===== config.mk =====
export PLATFORM = sky130hd
export DESIGN_NAME = demux_1to4_stream
export DESIGN_NICKNAME = d
export VERILOG_FILES = /design/src/rtl/demux_pkg.sv /design/src/rtl/lane_buffer.sv /design/src/rtl/demux_1to4_stream.sv
export SDC_FILE = /design/constraint.sdc
export NUM_CORES = 1
export LEC_CHECK = 0
export CORE_UTILIZATION = 40
export DETAILED_ROUTE_END_ITERATION = 10
export PLACE_DENSITY = 0.8
export SYNTH_ARGS = -nofsm -noshare
export SYNTH_HDL_FRONTEND = slang
export SYNTH_SLANG_ARGS = --single-unit
export TNS_END_PERCENT = 5

===== constraint.sdc =====
create_clock -name clk -period 3.8 [get_ports clk]
set_clock_uncertainty 0.15 [all_clocks]
set_input_delay 0.38 -clock clk [delete_from_list [all_inputs] [get_ports clk]]
set_output_delay 0.38 -clock clk [all_outputs]
set_load 0.005 [all_outputs]

===== src/rtl/demux_pkg.sv =====
// Shared definitions for the 1-to-4 stream demultiplexer: lane indices,
// packet-lock FSM encoding and the optional per-lane packet-counter helpers.
package demux_pkg;

   localparam logic [1:0] LANE_A = 2'd0;
   localparam logic [1:0] LANE_B = 2'd1;
   localparam logic [1:0] LANE_C = 2'd2;
   localparam logic [1:0] LANE_D = 2'd3;

   typedef enum logic {
      IDLE   = 1'b0,
      LOCKED = 1'b1
   } state_t;

   localparam int STAT_W = 16;
   localparam logic [STAT_W-1:0] STAT_ONE = 16'h0001;
   localparam logic [STAT_W-1:0] STAT_MAX = 16'hFFFF;

   // Saturating increment for the packet counters.
   function automatic logic [STAT_W-1:0] sat_inc(input logic [STAT_W-1:0] value);
      if (value == STAT_MAX) begin
         return value;
      end else begin
         return value + STAT_ONE;
      end
   endfunction

endpackage


===== src/rtl/lane_buffer.sv =====
// One-entry registered output slice for a single demux lane. A write always
// loads the slot (also when the consumer drains it in the same cycle); data
// and last hold their values after a drain.
module lane_buffer
   import demux_pkg::*;
#(
   parameter int N = 8
) (
   input  logic         clk,
   input  logic         rst,
   input  logic         wr_en,
   input  logic [N-1:0] wr_data,
   input  logic         wr_last,
   input  logic         rd_ready,
   output logic [N-1:0] data,
   output logic         last,
   output logic         valid
);

   // Slot register: load on write, clear valid on a drain without refill.
   always_ff @(posedge clk) begin
      if (rst) begin
         data  <= {N{1'b0}};
         last  <= 1'b0;
         valid <= 1'b0;
      end else if (wr_en) begin
         data  <= wr_data;
         last  <= wr_last;
         valid <= 1'b1;
      end else if (valid && rd_ready) begin
         valid <= 1'b0;
      end else begin
         valid <= valid;
      end
   end

endmodule


===== src/rtl/demux_1to4_stream.sv =====
// Valid/ready stream demultiplexer: one input routed to four registered lanes.
// The lane select is sampled on a packet's first beat and locked until in_last.
// Optional feature macro: DEMUX_STATS_EN adds saturating per-lane packet counters
// on output pkt_count.
module demux_1to4_stream
   import demux_pkg::*;
#(
   parameter int N = 8
) (
   input  logic         clk,
   input  logic         rst,
   input  logic [N-1:0] in_data,
   input  logic [1:0]   S,
   input  logic         in_last,
   input  logic         in_valid,
   output logic         in_ready,
   output logic [N-1:0] A,
   output logic [N-1:0] B,
   output logic [N-1:0] C,
   output logic [N-1:0] D,
   output logic [3:0]   out_last,
   output logic [3:0]   out_valid,
   input  logic [3:0]   out_ready
`ifdef DEMUX_STATS_EN
   ,
   output logic [4*STAT_W-1:0] pkt_count
`endif
);

   state_t       state;
   state_t       state_next;
   logic [1:0]   locked_sel;
   logic [1:0]   locked_sel_next;
   logic [1:0]   target;
   logic         in_xfer;
   logic [N-1:0] lane_data [4];

   // Target lane: live select between packets, locked select inside a packet.
   always_comb begin
      target = S;
      if (state == LOCKED) begin
         target = locked_sel;
      end else begin
         target = S;
      end
   end

   // Ready depends only on the target lane, so a stalled lane never blocks others.
   assign in_ready = ~out_valid[target] | out_ready[target];
   assign in_xfer  = in_valid & in_ready;

   // Packet-lock FSM state register.
   always_ff @(posedge clk) begin
      if (rst) begin
         state      <= IDLE;
         locked_sel <= LANE_A;
      end else begin
         state      <= state_next;
         locked_sel <= locked_sel_next;
      end
   end

   // Next-state logic: lock on a non-final first beat, release on the final beat.
   always_comb begin
      state_next      = state;
      locked_sel_next = locked_sel;
      case (state)
         IDLE: begin
            if (in_xfer && !in_last) begin
               state_next      = LOCKED;
               locked_sel_next = S;
            end else begin
               state_next = IDLE;
            end
         end
         LOCKED: begin
            if (in_xfer && in_last) begin
               state_next = IDLE;
            end else begin
               state_next = LOCKED;
            end
         end
         default: begin
            state_next      = IDLE;
            locked_sel_next = LANE_A;
         end
      endcase
   end

   for (genvar g = 0; g < 4; g++) begin : g_lane
      lane_buffer #(.N(N)) u_lane (
         .clk      (clk),
         .rst      (rst),
         .wr_en    (in_xfer && (target == 2'(g))),
         .wr_data  (in_data),
         .wr_last  (in_last),
         .rd_ready (out_ready[g]),
         .data     (lane_data[g]),
         .last     (out_last[g]),
         .valid    (out_valid[g])
      );
   end

   assign A = lane_data[LANE_A];
   assign B = lane_data[LANE_B];
   assign C = lane_data[LANE_C];
   assign D = lane_data[LANE_D];

`ifdef DEMUX_STATS_EN
   logic [STAT_W-1:0] pkt_cnt [4];

   // Per-lane packet counters: count final beats accepted for each lane.
   always_ff @(posedge clk) begin
      if (rst) begin
         for (int i = 0; i < 4; i++) begin
            pkt_cnt[i] <= {STAT_W{1'b0}};
         end
      end else begin
         for (int i = 0; i < 4; i++) begin
            if (in_xfer && in_last && (target == 2'(i))) begin
               pkt_cnt[i] <= sat_inc(pkt_cnt[i]);
            end else begin
               pkt_cnt[i] <= pkt_cnt[i];
            end
         end
      end
   end

   assign pkt_count = {pkt_cnt[3], pkt_cnt[2], pkt_cnt[1], pkt_cnt[0]};
`endif

endmodule


==> results.md <==
* Unique masters post-synth at 19
* Tmin final at 2.51 ns
* Avg Cell Area, Syn at 10.1 um2
* Startpoint types: input pin
* Vias at 1,319
* Largest net degree at the start of global routing at 25
* Post-CTS Resized at 0
* CTS clk-pin slew, worst paths at 0.07 ns
* RD Place Congestion at 0.921
* Maximum clock rate at 0.398 GHz
* Worst endpoint required time at 3.27 ns
* Worst-Margin Slew at 0.866 ns
* Die Wd at 68.1 um
* First-pass GRT wire length at 5.91 mm
* Setup CP Type: in -> out
* Rel. slew slack at 42.1%
* Hold path depth at 2
* Crit path buf inv count at 2
* Hold buffers post-CTS at 0
* Starting DRT DRC Count at 107
* TNS Setup at 0 ns
* Outcome: complete, no violations
* Layout cells sized above 1 at 4.50%
* Reg2Reg Setup Slack at 1.55 ns
* Cells after Synth at 173
* DR DRC count at 0
* Total GRT Usage at 17.7%
* Layout area overhead at 36.2%
* Worst EP arrival at 1.98 ns
* I/O pins at 59
* CTS tree: built
* Netlist Area Pre-Place at 0.00175 mm2
* Flops & latches, synth at 43
* Yosys warns at 0
* Post-Layout Cell Count at 272
* Antenna violations before repair at 0
* Hold worst-path end: locked_sel[0]
* Root buffer cell: clkbuf_8
* Max cap viols at 0
* Power per cell area at 392 mW/mm2
* Nets at 239
* Die footprint at 0.00464 mm2
* Num rows at 23
* Setup Buffers After CTS at 0
* Worst path top cell family by delay: buffers and inverters
* P_leak at 1.10 nW
* Final Hold Viols at 0
* Worst Setup End Kind: output pin
* Clock sink count at 43
* Hold Startpoint: locked_sel[0]
* Initial core utilization at 42.8%
* Placed insts at 264
* Placed instance area at 0.00228 mm2
* Yosys top cell area share at 49.2%
* Reg2reg end: g_lane[0].u_lane.data[3]
* Fin area at 0.00238 mm2
* Post-DP HPWL at 2.56 mm
* Vias in the first global route at 1,227
* Via density at 4.85
* Worst Path Max Fanout at 5
* Crit-path cells: clkdlybuf4s50_1, mux2_4, mux2i_1, mux2i_1, clkdlybuf4s50_1
* Antenna Cells at 0
* Grt ovf at 0
* Post-synthesis sequential area ratio at 49.2%
* Final slew viol count at 0
* Ranking of synthesized cells by area: dfxtp_1 49%, mux2i_1 25%, nor2_1 8.4%
* Worst R2R Path Depth at 4
* Die height at 68.1 um
* Total nets after synthesis at 191
* CTS buffer count at 5
* Antenna Violating Nets Remaining at 0
* Synth area leader: dfxtp_1
* Worst hold slack at 0.333 ns
* Delay of the slowest critical-path stage at 0.45 ns
* WL/cell at 13.6 um
* Max IR drop VDD at 0.211 mV
* Worst Hold Class: reg -> reg
* Drt total wl at 3.69 mm
* Core area at 0.00409 mm2
* Clk buf depth at 2
* DR pass1 iterations at 4
* Final setup fails at 0
* RSZ-0062 raised after global routing: no
* Port Buf Inserts at 58
* Tcrit/Tclk final at 66.2%
* Htree depth at 2
* Clock latency on the worst-skew pair at 0.29 ns
* Worst path slowest cell: clkdlybuf4s50_1
-- cells in the final DEF, fill, tap and decap left out --
| master | Yosys | final |
|---|---|---|
| o221ai_1 | 1 | 1 |
| clkbuf_8 | 0 | 7 |
| clkbuf_1 | 5 | 1 |
| mux2_1 | 1 | 1 |
| clkdlybuf4s50_1 | 0 | 58 |
| dfxtp_1 | 43 | 43 |
| buf_4 | 11 | 1 |
| nand2_1 | 5 | 5 |
| nand4_1 | 4 | 4 |
| inv_1 | 2 | 2 |
| a21oi_1 | 5 | 5 |
| nor2_1 | 39 | 39 |
| nor2b_1 | 1 | 1 |
| nand2b_1 | 6 | 6 |
| o32ai_1 | 1 | 1 |
| o22ai_1 | 1 | 1 |
| nor3b_1 | 1 | 1 |
| mux2i_1 | 43 | 43 |
| mux2_4 | 2 | 2 |
-- worst min-delay path, cell delays in order (launching register included) --
cell     delay [ns]
dfxtp_1        0.33
inv_1          0.06
a21oi_1        0.05
-- layer usage --
| metal | up-vias | routed length, um | global-route usage [%] |
|---|---|---|---|
| li1 | 669 | - | - |
| met1 | 591 | 1680 | 21.9 |
| met2 | 54 | 1650 | 27.3 |
| met3 | 5 | 317 | 5.17 |
| met4 | 0 | 36 | 9.38 |
| met5 | - | 0 | 0 |
-- where the power goes --
part | switching (mW) | total (mW) | internal, mW
Combinational | 0.0597 | 0.142 | 0.0825
Clock | 0.142 | 0.307 | 0.166
Sequential | 0.0128 | 0.484 | 0.471
Total | 0.214 | 0.934 | 0.720
-- stage by stage --
step | setup slack [ns] | power (mW) | util, %
2_1_floorplan | 2.20 | 0.572 | -
5_1_grt | 1.20 | 0.979 | 58.3
3_3_place_gp | 1.29 | 0.635 | 55.8
4_1_cts | 1.29 | 0.947 | 58.3
6_report | 1.29 | 0.934 | 58.3
3_5_place_dp | 1.27 | 0.637 | 55.8
-- registers in the layout, summed over array words and instances (netlist names), named ones only --
name / count
locked_sel: 2
g_lane.u_lane.valid: 4
g_lane.u_lane.last: 4
g_lane.u_lane.data: 32
-- worst max path at each step --
stage | start | end | cells past startpoint
after floorplan | register | register | 5
final | S[1] | in_ready | 5
after detailed placement | S[0] | g_lane[0].u_lane.data[4] | 5
after global placement | S[0] | g_lane[0].u_lane.data[4] | 5
after CTS | register | in_ready | 4
after global routing | register | in_ready | 4
-- layout make-up --
| class | count | area (um2) |
|---|---|---|
| inverter | 2 | 7.51 |
| clock buffer | 8 | 100 |
| timing repair buffer | 59 | 588 |
| multi-input combinational | 110 | 762 |
| tap | 50 | 62.6 |
| sequential | 43 | 861 |
| fill | 386 | 1710 |
-- cells in the mapped netlist --
cell,n
buf_6,1
o32ai_1,1
nand2b_1,6
buf_2,1
o221ai_1,1
nand4_1,4
nand2_1,5
clkbuf_1,5
inv_1,2
mux2_4,2
nor2b_1,1
buf_4,11
o22ai_1,1
mux2_1,1
nor2_1,39
a21oi_1,5
nor3b_1,1
mux2i_1,43
dfxtp_1,43
-- cells by family (layout without fill, tap and decap cells) --
group	count (synthesis)	after routing	share of synthesized area, %
AND/OR/NAND/NOR	56	56	13.8
AO/OA/AOI/OAI	8	8	2.79
buffers and inverters	20	69	7.16
flip-flops	43	43	49.2
multiplexers	46	46	27.0
Note: power is estimated with default switching activity, not from simulation.
